### src/rtl/vga_scan_engine.sv
// VGA raster engine: sync/blank timing, tiled framebuffer read addressing with latency-aligned colour,
// and a frame-synchronous double-buffer swap handshake.
module vga_scan_engine #(
  parameter int          H_SYNC     = 128,
  parameter int          H_BP       = 88,
  parameter int          H_ACTIVE   = 800,
  parameter int          H_FP       = 40,
  parameter int          V_SYNC     = 4,
  parameter int          V_BP       = 23,
  parameter int          V_ACTIVE   = 600,
  parameter int          V_FP       = 1,
  parameter bit          HS_POL     = 1'b0,
  parameter bit          VS_POL     = 1'b0,
  parameter int          IMG_W      = 640,
  parameter int          IMG_H      = 480,
  parameter int          TILE_LOG2  = 4,
  parameter int          TILES_X    = 40,
  parameter int          RD_LATENCY = 1,
  parameter logic [11:0] BORDER_RGB = 12'h00F,
  localparam int         TILE_W     = $clog2((TILES_X * IMG_H) >> TILE_LOG2),
  localparam int         PX_W       = 2 * TILE_LOG2
) (
  input  logic              clk_vga,
  input  logic              reset_n,
  input  logic              i_swap_req,
  input  logic [11:0]       i_pix_rgb,
  output logic              o_rd_en,
  output logic [TILE_W-1:0] o_rd_tile,
  output logic [PX_W-1:0]   o_rd_px,
  output logic              o_buf_sel,
  output logic              o_swap_ack,
  output logic [3:0]        o_red,
  output logic [3:0]        o_green,
  output logic [3:0]        o_blue,
  output logic              o_hs,
  output logic              o_vs,
  output logic              o_vblank,
  output logic              o_frame_start
);

  localparam int H_T  = H_SYNC + H_BP + H_ACTIVE + H_FP;
  localparam int V_T  = V_SYNC + V_BP + V_ACTIVE + V_FP;
  localparam int HW   = $clog2(H_T);
  localparam int VW   = $clog2(V_T);
  localparam int H_S  = H_SYNC + H_BP;
  localparam int V_S  = V_SYNC + V_BP;
  // Read decisions are made one state ahead so o_rd_en itself is a register.
  localparam int RD_S = H_S - RD_LATENCY - 1;

  localparam logic [HW-1:0] H_LAST   = HW'(H_T - 1);
  localparam logic [HW-1:0] H_SYNC_E = HW'(H_SYNC);
  localparam logic [HW-1:0] H_ACT_S  = HW'(H_S);
  localparam logic [HW-1:0] RD_X0    = HW'(RD_S);
  localparam logic [HW-1:0] RD_IMG_E = HW'(RD_S + IMG_W - 1);
  localparam logic [HW-1:0] RD_ACT_E = HW'(RD_S + H_ACTIVE - 1);
  localparam logic [VW-1:0] V_LAST   = VW'(V_T - 1);
  localparam logic [VW-1:0] V_SYNC_E = VW'(V_SYNC);
  localparam logic [VW-1:0] V_ACT_S  = VW'(V_S);
  localparam logic [VW-1:0] V_ACT_E  = VW'(V_S + V_ACTIVE - 1);
  localparam logic [VW-1:0] V_IMG_E  = VW'(V_S + IMG_H - 1);

  if ((H_SYNC + H_BP <= RD_LATENCY) || (RD_LATENCY < 1) || (RD_LATENCY > 8)) begin : g_cfg_err
    $error("vga_scan_engine: RD_LATENCY must be 1..8 and below H_SYNC+H_BP");
  end

  typedef enum logic {IDLE = 1'b0, PEND = 1'b1} swap_state_t;

  logic [HW-1:0]       hcnt, rd_x;
  logic [VW-1:0]       vcnt, rd_y;
  logic                v_act, v_img, img_la, act_la, swap_pt, swap_go;
  logic [TILE_W-1:0]   tile_nxt;
  logic [PX_W-1:0]     px_nxt;
  logic [RD_LATENCY:0] img_p, act_p;
  swap_state_t         sw_state, sw_nxt;

  always_ff @(posedge clk_vga or negedge reset_n) begin
    if (!reset_n) begin
      hcnt <= '0;
      vcnt <= '0;
    end else if (hcnt == H_LAST) begin
      hcnt <= '0;
      vcnt <= (vcnt == V_LAST) ? '0 : vcnt + 1'b1;
    end else begin
      hcnt <= hcnt + 1'b1;
    end
  end

  assign v_act    = (vcnt >= V_ACT_S) && (vcnt <= V_ACT_E);
  assign v_img    = (vcnt >= V_ACT_S) && (vcnt <= V_IMG_E);
  assign img_la   = v_img && (hcnt >= RD_X0) && (hcnt <= RD_IMG_E);
  assign act_la   = v_act && (hcnt >= RD_X0) && (hcnt <= RD_ACT_E);
  assign rd_x     = hcnt - RD_X0;
  assign rd_y     = vcnt - V_ACT_S;
  assign tile_nxt = TILE_W'(rd_y >> TILE_LOG2) * TILE_W'(TILES_X) + TILE_W'(rd_x >> TILE_LOG2);
  assign px_nxt   = {rd_y[TILE_LOG2-1:0], rd_x[TILE_LOG2-1:0]};
  assign swap_pt  = (hcnt == H_LAST) && (vcnt == V_ACT_E);

  // Stage 0 is the read strobe; stage RD_LATENCY lines up with the returning pixel.
  always_ff @(posedge clk_vga or negedge reset_n) begin
    if (!reset_n) begin
      img_p     <= '0;
      act_p     <= '0;
      o_rd_tile <= '0;
      o_rd_px   <= '0;
    end else begin
      img_p <= {img_p[RD_LATENCY-1:0], img_la};
      act_p <= {act_p[RD_LATENCY-1:0], act_la};
      if (img_la) begin
        o_rd_tile <= tile_nxt;
        o_rd_px   <= px_nxt;
      end
    end
  end

  assign o_rd_en = img_p[0];

  always_ff @(posedge clk_vga or negedge reset_n) begin
    if (!reset_n) begin
      {o_red, o_green, o_blue} <= '0;
      o_hs          <= ~HS_POL;
      o_vs          <= ~VS_POL;
      o_vblank      <= 1'b1;
      o_frame_start <= 1'b0;
    end else begin
      if (act_p[RD_LATENCY])
        {o_red, o_green, o_blue} <= img_p[RD_LATENCY] ? i_pix_rgb : BORDER_RGB;
      else
        {o_red, o_green, o_blue} <= '0;
      o_hs          <= (hcnt < H_SYNC_E) ? HS_POL : ~HS_POL;
      o_vs          <= (vcnt < V_SYNC_E) ? VS_POL : ~VS_POL;
      o_vblank      <= ~v_act;
      o_frame_start <= (hcnt == H_ACT_S) && (vcnt == V_ACT_S);
    end
  end

  // Swapping only at the end of the last active line keeps bank changes inside blanking.
  always_comb begin
    sw_nxt  = sw_state;
    swap_go = 1'b0;
    case (sw_state)
      IDLE: if (i_swap_req) sw_nxt = PEND;
      PEND: if (swap_pt) begin
        swap_go = 1'b1;
        sw_nxt  = IDLE;
      end
      default: sw_nxt = IDLE;
    endcase
  end

  always_ff @(posedge clk_vga or negedge reset_n) begin
    if (!reset_n) begin
      sw_state   <= IDLE;
      o_swap_ack <= 1'b0;
      o_buf_sel  <= 1'b0;
    end else begin
      sw_state   <= sw_nxt;
      o_swap_ack <= swap_go;
      if (swap_go) o_buf_sel <= ~o_buf_sel;
    end
  end

endmodule
### config.mk
export PLATFORM = sky130hd
export DESIGN_NAME = vga_scan_engine
export DESIGN_NICKNAME = d
export VERILOG_FILES = /design/src/rtl/vga_scan_engine.sv
export SDC_FILE = /design/constraint.sdc
export NUM_CORES = 1
export LEC_CHECK = 0
export CORE_MARGIN = 2
export CORE_UTILIZATION = 25
export CTS_BUF_LIST = sky130_fd_sc_hd__clkbuf_2 sky130_fd_sc_hd__clkbuf_4 sky130_fd_sc_hd__clkbuf_8
export CTS_CLUSTER_SIZE = 20
export DETAILED_ROUTE_END_ITERATION = 10
export GPL_TIMING_DRIVEN = 0
export SLEW_MARGIN = 40
export SYNTH_ARGS = -nofsm -noshare
export SYNTH_HDL_FRONTEND = slang
export SYNTH_SLANG_ARGS = --single-unit
### constraint.sdc
create_clock -name clk_vga -period 7.2 [get_ports clk_vga]
set_input_delay 1.44 -clock clk_vga [delete_from_list [all_inputs] [get_ports clk_vga]]
set_output_delay 1.44 -clock clk_vga [all_outputs]
set_load 0.05 [all_outputs]
==> metrics.md <==
| Metric | Value |
|---|---|
| Status | complete, no violations |
| Reg2Reg Launch Point | vcnt[2]$_DFFE_PN0N_ |
| Vias | roughly 2.4k |
| Sw Pwr | 0.152 mW |
| Setup TNS | 0 ns |
| DRC viols | 0 |
| Initial antenna violation count | 0 |
| Max IR drop VDD | between 0.08 and 0.09 mV |
| # setup viols final | 0 |
| Sequential share of power | 47.5% |
| Floorplan core area | around 13000 um2 |
| Final WL | 7080 um |
| Cell depth of the worst setup path | 13 |
| Post-synth EDFFs | 0 |
| Slowest-stage cell, CP | a21oi_1 |
| Top cells by area, synth | dfrtp_1 45%, ha_1 7.2%, xnor2_1 6.6% |
| CP delay by family, top | adder cells |
| Synth top area share | 45.4% |
| Clock buffer count from CTS | 9 |
| CTS root buf | clkbuf_8 |
| FF-to-FF path depth | 13 |
| Worst r2r dst | o_rd_tile[10]$_DFFE_PN0P_ |
| Final hold violations | 0 |
| GRT Total Usage | ~11% |
| Fillcell total | 1317 |
| Worst setup path startpoint | vcnt[2]$_DFFE_PN0N_ |
| Startpoint types | flop |
| Largest net degree at the start of global routing | 33 |
| Critical Path End | o_rd_tile[10]$_DFFE_PN0P_ |
| Pwr Total | 0.744 mW |
| Buf/Inv on CP | 1 |
| Post-CTS sizing | 0 |
| Post-synthesis compound-gate area fraction | between 8 and 9% |
| Clk_skew | ~0.009 ns |
| CP endpoint kind | flop |
| Die ar. | approximately 14000 um2 |
| Vias in the first global route | around 2.5k |
| Leakage power | 1.95 nW |
| Worst path required time | approximately 7.4 ns |
| #FFs+latches synth | between 60 and 70 |
| Port Buffer Count | between 50 and 60 |
| Power Internal | 0.592 mW |
| Fraction of synthesized area in multiplexers | under 10% |
| MaxCap Viol Count | 0 |
| Power per cell area | 173 nW/um2 |
| CTS tree | yes |
| Critical path class | flop to flop |
| Boundary pin count | 53 |
| Pre-Repair DR Iteration Count | 4 |
| Synth Flop Type | dfrtp_1 |
| Clk pwr share | 50.4% |
| Post-Syn Nets | ~350 |
| FMAX | ~0.28 GHz |
| Critical path's largest stage delay | 0.44 ns |
| Vias/cell | ~4.3 |
| Worst EP arrival | about 3.8 ns |
| Synthesized area | roughly 3300 um2 |
| Most frequent cells after synthesis | 60 x dfrtp_1, 25 x xnor2_1, 20 x nor2_1 |
| # hold bufs at CTS | 0 |
| Starting Density | about a quarter |
| Fin crit share | 49.4% |
| Relative slew slack | between 60% and 70% |
| Post-Place Setup Slack | approximately 3.7 ns |
| GRT Residual Overflow | 0 |
| Chip width | 119 um |
| H-tree depth | 3 |
| Crit-path most repeated cell | ha_1 |
| Post CTS Setup Buffer Count | 0 |
| Adder-Cell Fraction of Synth Area | 8.39% |
| Sw Ratio | 20.4% |
| Synth warn | 0 |
| Gate power share | approximately 2.1% |
| Tmin final | approximately 3.6 ns |
| DPL Wire Length | about 5300 um |
| Clock Path Buffers | 2 |
| HP Class | flop to flop |
| RSZ-0062 raised after global routing | false |
| Worst-path clk slew | around 0.07 ns |
| Post-synth top area cell | dfrtp_1 |
| ANT nets after route | 0 |
| Avg WL per Cell | 12.7 um |
| GPL Wtd Cong | around 0.85 |
| Pins Over Slew Limit | 0 |
| Post-Syn Area per Cell | 10.6 um2 |
| Max FO, Critical Path | 10 |
| Main combinational cell family by area after synthesis | simple AND/OR/NAND/NOR gates |
| Cells along the critical path | clkbuf_1, a21oi_1, nor2_1, nor3_1, xor2_1, ha_1, ha_1, ha_1, nand2_1, o21ai_0, nand4_1, xnor2_1, mux2_2 |
| Worst-Skew Late Latency | about 0.35 ns |
| XOR/XNOR Fraction of Synth Area | between 10% and 20% |
| Nets | between 400 and 500 |
| Diodes inserted | 0 |
| Post-Synth Simple-Gate Area | between 10% and 20% |
| Die Y | 119 um |
| Row count | 42 |
| Share of layout cells above drive strength 1 | between 10% and 20% |
| Slew @ Worst Pin | around 0.50 ns |
| R2R Setup Slk | between 3 and 4 ns |
| Sequential share of the synthesized area | between 40% and 50% |
| Gate Count Post-Synth | approximately 310 |
| Drt first-iter violations | approximately 140 |
| Asr flop ratio synth | 100% |
| Count leader, synth | dfrtp_1 |
| CTS Sinks | 63 |
| P&R area growth vs syn | 30.3% |
| First-pass GRT wire length | around 12000 um |
| Setup ws final | roughly 3.6 ns |
| Distinct cells, synth | 40 |
[per-layer routing]
| layer | part of all wire [%] | wire length (um) | up-vias | track usage (%) |
|---|---|---|---|---|
| met1 | 47 | 3310 | 1146 | 14.4 |
| met5 | 0 | 0 | - | 0 |
| met3 | 5.9 | 419 | 10 | 3.69 |
| met4 | 1.7 | 117 | 0 | 4.24 |
| met2 | 46 | 3230 | 62 | 17.0 |
| li1 | - | - | 1197 | - |
[final cells by class]
cell class	count	area [um2]	share of cell area, %
Inverter	18	67.6	1.57
Timing Repair Buffer	53	538	12.5
Clock buffer	9	124	2.87
Sequential cell	63	1580	36.6
Tap cell	176	220	5.11
Multi-Input combinational cell	213	1570	36.5
Buffer	18	88.8	2.06
Clock inverter	7	121	2.81
[cells by family (layout without fill, tap and decap cells)]
family                     after synthesis  count (layout)
AOI/OAI and AO/OA                       46              46
and+or+nand+nor                         89              89
muxes                                   19              19
xor gates and xnor gates                38              38
adders and majority gates               21              21
DFF                                     63              63
buffers and inverters                   36             105
[power by group through the flow]
| stage | Sequential, mW | Combinational (mW) | Clock [mW] |
|---|---|---|---|
| floorplan | 0.361 | 0.000347 | 0 |
| finish | 0.354 | 0.0156 | 0.375 |
| global placement | 0.361 | 0.0151 | 0 |
| global route | 0.354 | 0.0180 | 0.409 |
| detailed placement | 0.361 | 0.0164 | 0 |
| CTS | 0.354 | 0.0165 | 0.392 |
[worst min-delay path by stage]
stage,end,slack (ns),depth (start not counted),startpoint
6_report,act_p[1]$_DFF_PN0_,0.36,0,act_p[0]$_DFF_PN0_
5_1_grt,act_p[1]$_DFF_PN0_,0.39,0,act_p[0]$_DFF_PN0_
4_1_cts,act_p[1]$_DFF_PN0_,0.37,0,act_p[0]$_DFF_PN0_
3_5_place_dp,act_p[1]$_DFF_PN0_,0.35,0,act_p[0]$_DFF_PN0_
3_3_place_gp,act_p[1]$_DFF_PN0_,0.34,0,act_p[0]$_DFF_PN0_
2_1_floorplan,act_p[1]$_DFF_PN0_,0.33,0,act_p[0]$_DFF_PN0_
[metrics by stage]
stage	util [%]	hold slack [ns]	cell area (um2)	instances
finish	33.0	0.364	4310	557
global route	33.0	0.386	4310	557
CTS	33.0	0.366	4310	557
detailed placement	31.1	0.346	4070	541
global placement	31.0	0.338	4050	540
floorplan	-	0.331	3310	312
[registers in the layout, indices dropped and copies added (netlist names), 2 cells and up]
| name | count |
|---|---|
| o_rd_tile | 11 |
| o_green | 4 |
| hcnt | 11 |
| o_red | 4 |
| act_p | 2 |
| o_rd_px | 8 |
| vcnt | 10 |
| img_p | 2 |
| o_blue | 4 |
[cell usage in the layout, fill, tap and decap left out, drive strengths merged, types with 5 or more instances in the layout]
| master | instances |
|---|---|
| mux2 | 16 |
| a21o | 5 |
| xor2 | 13 |
| nor2 | 20 |
| o21ai | 10 |
| clkdlybuf4s50 | 51 |
| a21oi | 15 |
| nand4 | 5 |
| inv | 18 |
| nand3 | 8 |
| or3 | 5 |
| dfrtp | 60 |
| clkbuf | 19 |
| nand2 | 19 |
| xnor2 | 25 |
| and3 | 14 |
| buf | 10 |
| ha | 19 |
[worst register-to-register path, stage by stage, from the launching register on]
cell and delay [ns]:
dfrtp_1 0.37, clkbuf_1 0.22, a21oi_1 0.44, nor2_1 0.14
nor3_1 0.20, xor2_1 0.26, ha_1 0.28, ha_1 0.30
ha_1 0.35, nand2_1 0.06, o21ai_0 0.28, nand4_1 0.17
xnor2_1 0.15, mux2_2 0.26
Note: power is estimated with default switching activity, not from simulation.
